File: config.mk
export PLATFORM = sky130hd
export DESIGN_NAME = addsub_accum_seq_flat
export DESIGN_NICKNAME = d
export VERILOG_FILES = /design/src/rtl/addsub_accum_seq_if.sv /design/src/rtl/addsub_accum_seq.sv /design/src/flat_wrapper.sv
export SDC_FILE = /design/constraint.sdc
export NUM_CORES = 1
export LEC_CHECK = 0
export BUFFER_PORTS_ARGS = -buffer_cell sky130_fd_sc_hd__buf_4
export CORE_ASPECT_RATIO = 1.4
export CORE_MARGIN = 2
export CORE_UTILIZATION = 57
export CTS_BUF_LIST = sky130_fd_sc_hd__clkbuf_4 sky130_fd_sc_hd__clkbuf_8
export DETAILED_ROUTE_END_ITERATION = 8
export GPL_TIMING_DRIVEN = 0
export PLACE_DENSITY = 0.9
export SLEW_MARGIN = 25
export SYNTH_ARGS = -nofsm -noshare
export SYNTH_HDL_FRONTEND = slang
export SYNTH_SLANG_ARGS = --single-unit
File: constraint.sdc
create_clock -name clk -period 2.3 [get_ports clk]
set_clock_uncertainty 0.15 [all_clocks]
set_input_delay 0.345 -clock clk [delete_from_list [all_inputs] [get_ports clk]]
set_output_delay 0.345 -clock clk [all_outputs]
set_load 0.05 [all_outputs]
File: src/rtl/addsub_accum_seq_if.sv
// Bus between the scan accumulator and its surroundings: run control, memory read port, results.
// The master side is the requester plus the synchronous-read memory that supplies rd_data.
interface addsub_accum_seq_if #(
    parameter int WIDTH  = 8,
    parameter int ADDR_W = 3
);
    logic              start;
    logic [WIDTH-1:0]  ref_val;
    logic              rd_en;
    logic [ADDR_W-1:0] rd_addr;
    logic [WIDTH-1:0]  rd_data;
    logic              busy;
    logic              done;
    logic [WIDTH-1:0]  result;
    logic              ovf;

    modport master (
        output start, ref_val, rd_data,
        input  rd_en, rd_addr, busy, done, result, ovf
    );

    modport slave (
        input  start, ref_val, rd_data,
        output rd_en, rd_addr, busy, done, result, ovf
    );
endinterface

File: src/rtl/addsub_accum_seq.sv
// Scans DEPTH words from a synchronous-read memory, adding words >= ref_val and subtracting
// smaller ones into an accumulator, with sticky overflow and optional saturation.
module addsub_accum_seq #(
    parameter int WIDTH    = 8,
    parameter int DEPTH    = 8,
    parameter int ADDR_W   = 3,
    parameter int SATURATE = 0
) (
    input logic               clk,
    input logic               reset,
    addsub_accum_seq_if.slave bus
);
    typedef enum logic [1:0] {IDLE, RUN, DRAIN, DONE} state_t;

    localparam logic [ADDR_W-1:0] LAST_ADDR = ADDR_W'(DEPTH - 1);

    state_t            state_reg;
    logic [ADDR_W-1:0] cnt_reg;
    logic              valid_reg;
    logic [WIDTH-1:0]  acc_reg;
    logic              ovf_reg;
    logic              done_reg;

    logic [WIDTH:0]    sum_ext;
    logic [WIDTH:0]    diff_ext;
    logic              add_sel;
    logic              step_ovf;
    logic [WIDTH-1:0]  wrap_next;
    logic [WIDTH-1:0]  acc_next;

    assign add_sel  = (bus.rd_data >= bus.ref_val);
    assign sum_ext  = {1'b0, acc_reg} + {1'b0, bus.rd_data};
    assign diff_ext = {1'b0, acc_reg} - {1'b0, bus.rd_data};

    // Bit WIDTH is the carry on add and the borrow on subtract.
    assign step_ovf  = add_sel ? sum_ext[WIDTH] : diff_ext[WIDTH];
    assign wrap_next = add_sel ? sum_ext[WIDTH-1:0] : diff_ext[WIDTH-1:0];

    generate
        if (SATURATE != 0) begin : g_sat
            always_comb begin
                acc_next = wrap_next;
                if (step_ovf) begin
                    acc_next = add_sel ? {WIDTH{1'b1}} : {WIDTH{1'b0}};
                end
            end
        end else begin : g_wrap
            assign acc_next = wrap_next;
        end
    endgenerate

    always_ff @(posedge clk) begin
        if (reset) begin
            state_reg <= IDLE;
            cnt_reg   <= '0;
            valid_reg <= 1'b0;
            acc_reg   <= '0;
            ovf_reg   <= 1'b0;
            done_reg  <= 1'b0;
        end else begin
            // Memory data lags rd_en by one cycle; the valid flag tracks that lag.
            valid_reg <= (state_reg == RUN);
            if (valid_reg) begin
                acc_reg <= acc_next;
                ovf_reg <= ovf_reg | step_ovf;
            end

            case (state_reg)
                IDLE: begin
                    done_reg <= 1'b0;
                    if (bus.start) begin
                        state_reg <= RUN;
                        cnt_reg   <= '0;
                        acc_reg   <= '0;
                        ovf_reg   <= 1'b0;
                    end
                end
                RUN: begin
                    if (cnt_reg == LAST_ADDR) begin
                        state_reg <= DRAIN;
                    end else begin
                        cnt_reg <= cnt_reg + ADDR_W'(1);
                    end
                end
                DRAIN: begin
                    state_reg <= DONE;
                    done_reg  <= 1'b1;
                end
                DONE: begin
                    state_reg <= IDLE;
                    done_reg  <= 1'b0;
                end
                default: begin
                    state_reg <= IDLE;
                    done_reg  <= 1'b0;
                end
            endcase
        end
    end

    assign bus.rd_en   = (state_reg == RUN);
    assign bus.rd_addr = cnt_reg;
    assign bus.busy    = (state_reg != IDLE);
    assign bus.done    = done_reg;
    assign bus.result  = acc_reg;
    assign bus.ovf     = ovf_reg;
endmodule

File: src/flat_wrapper.sv
// flat-port wrapper written by rule: the top's interface ports become plain ports
module addsub_accum_seq_flat 
#(
    parameter int WIDTH    = 8,
    parameter int DEPTH    = 8,
    parameter int ADDR_W   = 3,
    parameter int SATURATE = 0
)
  (clk, reset, bus_start, bus_ref_val, bus_rd_data, bus_rd_en, bus_rd_addr, bus_busy, bus_done, bus_result, bus_ovf);
  addsub_accum_seq_if #(.WIDTH(WIDTH), .ADDR_W(ADDR_W)) bus_i ();
  input logic clk;
  input logic reset;
  input wire logic [$bits(bus_i.start)-1:0] bus_start;
  input wire logic [$bits(bus_i.ref_val)-1:0] bus_ref_val;
  input wire logic [$bits(bus_i.rd_data)-1:0] bus_rd_data;
  output wire logic [$bits(bus_i.rd_en)-1:0] bus_rd_en;
  output wire logic [$bits(bus_i.rd_addr)-1:0] bus_rd_addr;
  output wire logic [$bits(bus_i.busy)-1:0] bus_busy;
  output wire logic [$bits(bus_i.done)-1:0] bus_done;
  output wire logic [$bits(bus_i.result)-1:0] bus_result;
  output wire logic [$bits(bus_i.ovf)-1:0] bus_ovf;
  assign bus_i.start = bus_start;
  assign bus_i.ref_val = bus_ref_val;
  assign bus_i.rd_data = bus_rd_data;
  assign bus_rd_en = bus_i.rd_en;
  assign bus_rd_addr = bus_i.rd_addr;
  assign bus_busy = bus_i.busy;
  assign bus_done = bus_i.done;
  assign bus_result = bus_i.result;
  assign bus_ovf = bus_i.ovf;
  addsub_accum_seq #(.WIDTH(WIDTH), .DEPTH(DEPTH), .ADDR_W(ADDR_W), .SATURATE(SATURATE)) u_core (.clk(clk), .reset(reset), .bus(bus_i));
endmodule
# After elaboration in Yosys (flattened, before gate mapping)

Cells that the tools add are included.

Register bits: 16
Input port bits: 19
Output and inout bits: 15
Word-level logic and storage cells: 40

Add/sub/neg operators: 3
Magnitude comparators: 1
Eq/ne operators: 7
Mux-type cells: 15
Bitwise gates (word level): 1
Reduce and logical (&&, ||, !) cells: 7

Operator list:

| cell                                                                   | number |
|---|---|
| 8-bit two-way mux                                                      | 4 |
| 8-bit by 8-bit adder with 9-bit output                                 | 1 |
| 8-bit by 8-bit subtractor with 9-bit output                            | 1 |
| 8-bit greater-or-equal comparator                                      | 1 |
| 2-bit case mux with 4 select lines                                     | 1 |
| 3-bit two-way mux                                                      | 2 |
| 3-bit case mux with 2 select lines                                     | 1 |
| 2-bit nonzero test                                                     | 3 |
| 2-bit equality test (second input constant)                            | 2 |
| 1-bit two-way mux                                                      | 4 |
| 2-bit two-way mux                                                      | 2 |
| 2-bit != test (second input constant)                                  | 2 |
| 3-bit by 1-bit adder with 3-bit output (second input constant)         | 1 |
| 3-bit equality test (second input constant)                            | 1 |
| 3-bit AND reduction                                                    | 1 |
| 2-bit by 1-bit equality test with 1-bit output (second input constant) | 1 |
| 2-bit logical NOT                                                      | 1 |
| 2-bit by 1-bit != test with 1-bit output (second input constant)       | 1 |
| 1-bit case mux with 2 select lines                                     | 1 |
| 2-bit AND reduction                                                    | 1 |
| 2-bit OR reduction                                                     | 1 |
| 1-bit OR                                                               | 1 |

# Longest topological paths before layout

Word-level depth: 6
Depth in mapped cells: 10
Mapped depth without buffers: 10

# Least setup slack after synthesis

OpenSTA, ideal clock, no wires.

Path type: register to register
From: register u_core.acc_reg[1] (netlist: u_core.bus.result[1])
To: register u_core.acc_reg[7] (netlist: u_core.bus.result[7])
Library setup time: 0.073 ns
Arrival time: 2.228 ns
Data required time: 2.077 ns
Setup slack: -0.151 ns
Stages on the path, launching flop included: 8
Buffers on the path: 0
Period minus slack after synthesis: 2.451 ns
Path through: dfxtp_1 > ha_1 > nand2b_1 > a21oi_1 > or4_1 > a211o_1 > and4_4 > nor3_2

Longest elaborated chain between the ends: 5
Elaborated cells between the ends (all ways): 6
Classes of those cells: 2 x add/sub; 4 x mux

RTL lines:

| item                                                                                                  | RTL line                                       | text |
|---|---|---|
| start, declared                                                                                       | addsub_accum_seq.sv:20                         | `logic [WIDTH-1:0] acc_reg;` |
| start signal, assigned                                                                                | addsub_accum_seq.sv:64                         | `acc_reg <= acc_next;` |
| 8-bit by 8-bit subtractor with 9-bit output or 8-bit by 8-bit adder with 9-bit output (tied branches) | addsub_accum_seq.sv:33, addsub_accum_seq.sv:32 |  |
| 8-bit two-way mux *                                                                                   | addsub_accum_seq.sv:37                         | `assign wrap_next = add_sel ? sum_ext[WIDTH-1:0] : diff_ext[WIDTH-1:0];` |
| 8-bit two-way mux *                                                                                   | addsub_accum_seq.sv:63                         | `if (valid_reg) begin` |
| 8-bit two-way mux                                                                                     | addsub_accum_seq.sv:71                         | `if (bus.start) begin` |
| 8-bit two-way mux *                                                                                   | addsub_accum_seq.sv:68                         | `case (state_reg)` |

Every way passes the cells marked *; elsewhere a longest branch is shown, timed or not.
A chain may end at the register's enable or synchronous reset.

# Final worst setup path

From: register u_core.acc_reg[0] (netlist: u_core.bus.result[0])
To: register u_core.acc_reg[6] (netlist: u_core.bus.result[6])

Same word-level chain as after synthesis.

==> run summary <==
Worst relative slew slack -> 60.6%
Vias in the first global route -> 1412
Max Root-Sink Buffers -> 2
TritonCTS buffer count -> 3
Fin crit share -> 96.3%
Levels on crit path -> 8
Worst skew pair latency -> 0.25 ns
Part of the power in registers -> 24.5%
Worst-margin pin slew -> 0.590 ns
#FFs+latches synth -> 16
DRT iter0 DRCs -> 9
Hold Crit Depth -> 3
Setup violators final -> 0
Gr usage total -> 21.2%
Max cap viols -> 0
PortBufs -> 32
Synth Flop Type -> dfxtp_1
Die Y -> 67.7 µm
Class of the worst hold path -> in2reg
Full die area -> 3350 µm²
Net Sw Frac -> 47.7%
Critical Path Source Type -> flop
H-tree depth -> 1
TritonCTS Sinks -> 16
CP peak stage delay -> 0.40 ns
Sw Pwr -> 786 µW
Non-filler cells, final -> 272
Ys Warns -> 0
Synth async-reset ratio -> 0%
Int Pwr -> 862 µW
ANT nets after route -> 0
DRC viols -> 0
Syn Area/Cell -> 8.31 µm²
Final WL -> 3400 µm
Final nets -> 287
Drt wl/cell -> 12.5 µm
RSZ-0062 raised after global routing -> false
Crit. End Element -> flop
Clk slew on worst S/H paths -> 0.07 ns
Worst path bufs/invs -> 0
Post-synthesis sequential area ratio -> 19.4%
CTS tree -> built
Max Clk Rate -> 0.452 GHz
Top Ports -> 34
Routability cong. -> 0.851
Setup ws final -> 0.0854 ns
R2r worst-path depth -> 8
Root buffer cell -> clkbuf_8
Worst EP required -> 2.28 ns
Multi-input gate area -> 1230 µm²
Critical path arrival -> 2.20 ns
First-pass GRT wire length -> 5660 µm
Post-Synthesis Cells -> 199
Crit path kind -> reg2reg
Initial Util -> 58.6%
Cell Area, Synth -> 1650 µm²
# diodes -> 0
Leakage -> 0.00100 µW
Hold-fix buffers at CTS -> 0
Crit path max-delay family -> adder cells
Initial antenna violation count -> 0
Post-layout util -> 71.9%
CP Max Fanout -> 4
Unique masters post-synth -> 51
Net Count, Synth -> 250
Max FFs per register -> 8
Post-Place Worst Slack -> -0.0680 ns
Pins over their slew limit -> 0
Comb pwr share -> 60.4%
Drt pass-1 iters -> 4
Max rail drop VDD -> 0.000814 V
DIE WIDTH -> 49.5 µm
Largest net degree at the start of global routing -> 11
Via density -> 5.51
DP HPWL -> 2780 µm
Status -> finished, final reports clean
Reg area -> 328 µm²
GRT overflow -> 0
Crit path time final -> 2.21 ns
Routed via count -> 1498
Worst path cell trace -> ha_1 -> fa_1 -> and2b_2 -> o21a_1 -> o21ai_1 -> and3_1 -> o211ai_1 -> nor3b_1
Row Count -> 23
R2R Setup Slk -> 0.09 ns
Layout cells sized above 1 -> 24.3%
Fin. Hold Viols -> 0
Fillers -> 226
P&R area growth vs syn -> 22.7%
Dpl cells -> 268
Core ar. -> 2820 µm²
Post-CTS setup buffer count -> 0
Power Dens Cells -> 813 nW/µm²
EDFF count, synth -> 0
Clock power share -> 15.2%
Crit-path slowest cell -> fa_1
[per-stage QoR]
stage               total power [µW]  setup TNS, ns  hold WS, ns  cell area, µm²
floorplan                       1140              0        0.303            1660
global placement                1370         -0.101        0.287            1940
detailed placement              1390         -0.207        0.297            1940
CTS                             1640              0        0.245            2000
global route                    1780              0        0.256            2030
finish                          1650              0        0.243            2030
[cells in the mapped netlist (2+ instances only)]
library cell / n / area, µm²
a31oi_1: 2 / 12.5
a21o_1: 4 / 30.0
nor2_1: 17 / 63.8
nor3_1: 2 / 10.0
inv_1: 26 / 97.6
nor2b_1: 3 / 18.8
a211oi_1: 5 / 37.5
o21a_1: 2 / 15.0
a211o_1: 2 / 17.5
dfxtp_1: 16 / 320
a21oi_1: 16 / 80.1
and3_1: 2 / 12.5
clkbuf_1: 2 / 7.51
mux2i_1: 5 / 50.1
nand3_1: 4 / 20.0
fa_1: 2 / 40.0
nand3b_1: 2 / 15.0
o21ai_0: 8 / 40.0
nand2_1: 12 / 45.0
ha_1: 30 / 375
nand2b_1: 5 / 31.3
a211oi_2: 2 / 25.0
nor3b_1: 2 / 15.0
[logic make-up after synthesis]
group | after synthesis | synth area share, %
adders and majority gates | 32 | 25.1
muxes | 6 | 3.71
xor gates and xnor gates | 2 | 1.06
AOI/OAI and AO/OA | 54 | 23.8
and+or+nand+nor | 59 | 19.4
DFF | 16 | 19.4
buffers and inverters | 30 | 7.49
[worst paths after layout]
path,from,endpoint
max,u_core.bus.result[0]$_SDFF_PP0_,u_core.bus.result[6]$_SDFF_PP0_
min,bus_rd_data[0],u_core.bus.result[0]$_SDFF_PP0_
max reg2reg,u_core.bus.result[0]$_SDFF_PP0_,u_core.bus.result[6]$_SDFF_PP0_
min reg2reg,u_core.bus.ovf$_SDFF_PP0_,u_core.bus.ovf$_SDFF_PP0_
[power by group through the flow]
stage / registers [µW] / logic [µW] / clock network [µW]
after floorplan: 531 / 611 / 0
after global placement: 405 / 963 / 0
after detailed placement: 409 / 979 / 0
after CTS: 403 / 982 / 257
after global routing: 414 / 1100 / 264
final: 403 / 995 / 250
[layout make-up]
type | count | area share [%]
buffer | 4 | 1.30
sequential | 16 | 16.2
clock buffer | 4 | 2.71
tap | 37 | 2.28
timing repair buffer | 32 | 11.8
inverter | 26 | 4.81
multi-input combinational | 153 | 60.9
[per-layer routing]
| layer | vias to the layer above | share of wire (%) | GRT usage, % |
|---|---|---|---|
| met1 | 695 | 41 | 22.7 |
| met3 | 5 | 3.2 | 5.09 |
| met2 | 30 | 54 | 41.4 |
| li1 | 768 | - | - |
| met4 | 0 | 1.1 | 5.56 |
| met5 | - | 0 | 0 |
[cell usage in the layout (no fill, tap or decap), drive strengths merged, types with 3 or more instances in the layout]
| master | netlist | routed |
|---|---|---|
| nor2 | 17 | 17 |
| buf | 2 | 34 |
| nand2b | 6 | 6 |
| a21o | 5 | 5 |
| a211oi | 7 | 7 |
| nor2b | 3 | 3 |
| ha | 30 | 30 |
| nand3 | 4 | 4 |
| a21oi | 16 | 16 |
| nand2 | 12 | 12 |
| inv | 26 | 26 |
| nor3 | 3 | 3 |
| o21ai | 10 | 10 |
| clkbuf | 2 | 6 |
| dfxtp | 16 | 16 |
| mux2i | 5 | 5 |
[worst register-to-register path: stages (launching register included)]
cell,delay (ns)
dfxtp_2,0.34
ha_1,0.21
fa_1,0.40
and2b_2,0.21
o21a_1,0.18
o21ai_1,0.15
and3_1,0.22
o211ai_1,0.09
nor3b_1,0.15
[timing repair]
| action | CTS | global route |
|---|---|---|
| endpoints found under the hold margin | 0 | 0 |
| endpoints found under the setup margin | 0 | 4 |
| resized for setup | 0 | 9 |
No activity file was read; power rests on OpenSTA's default activity.
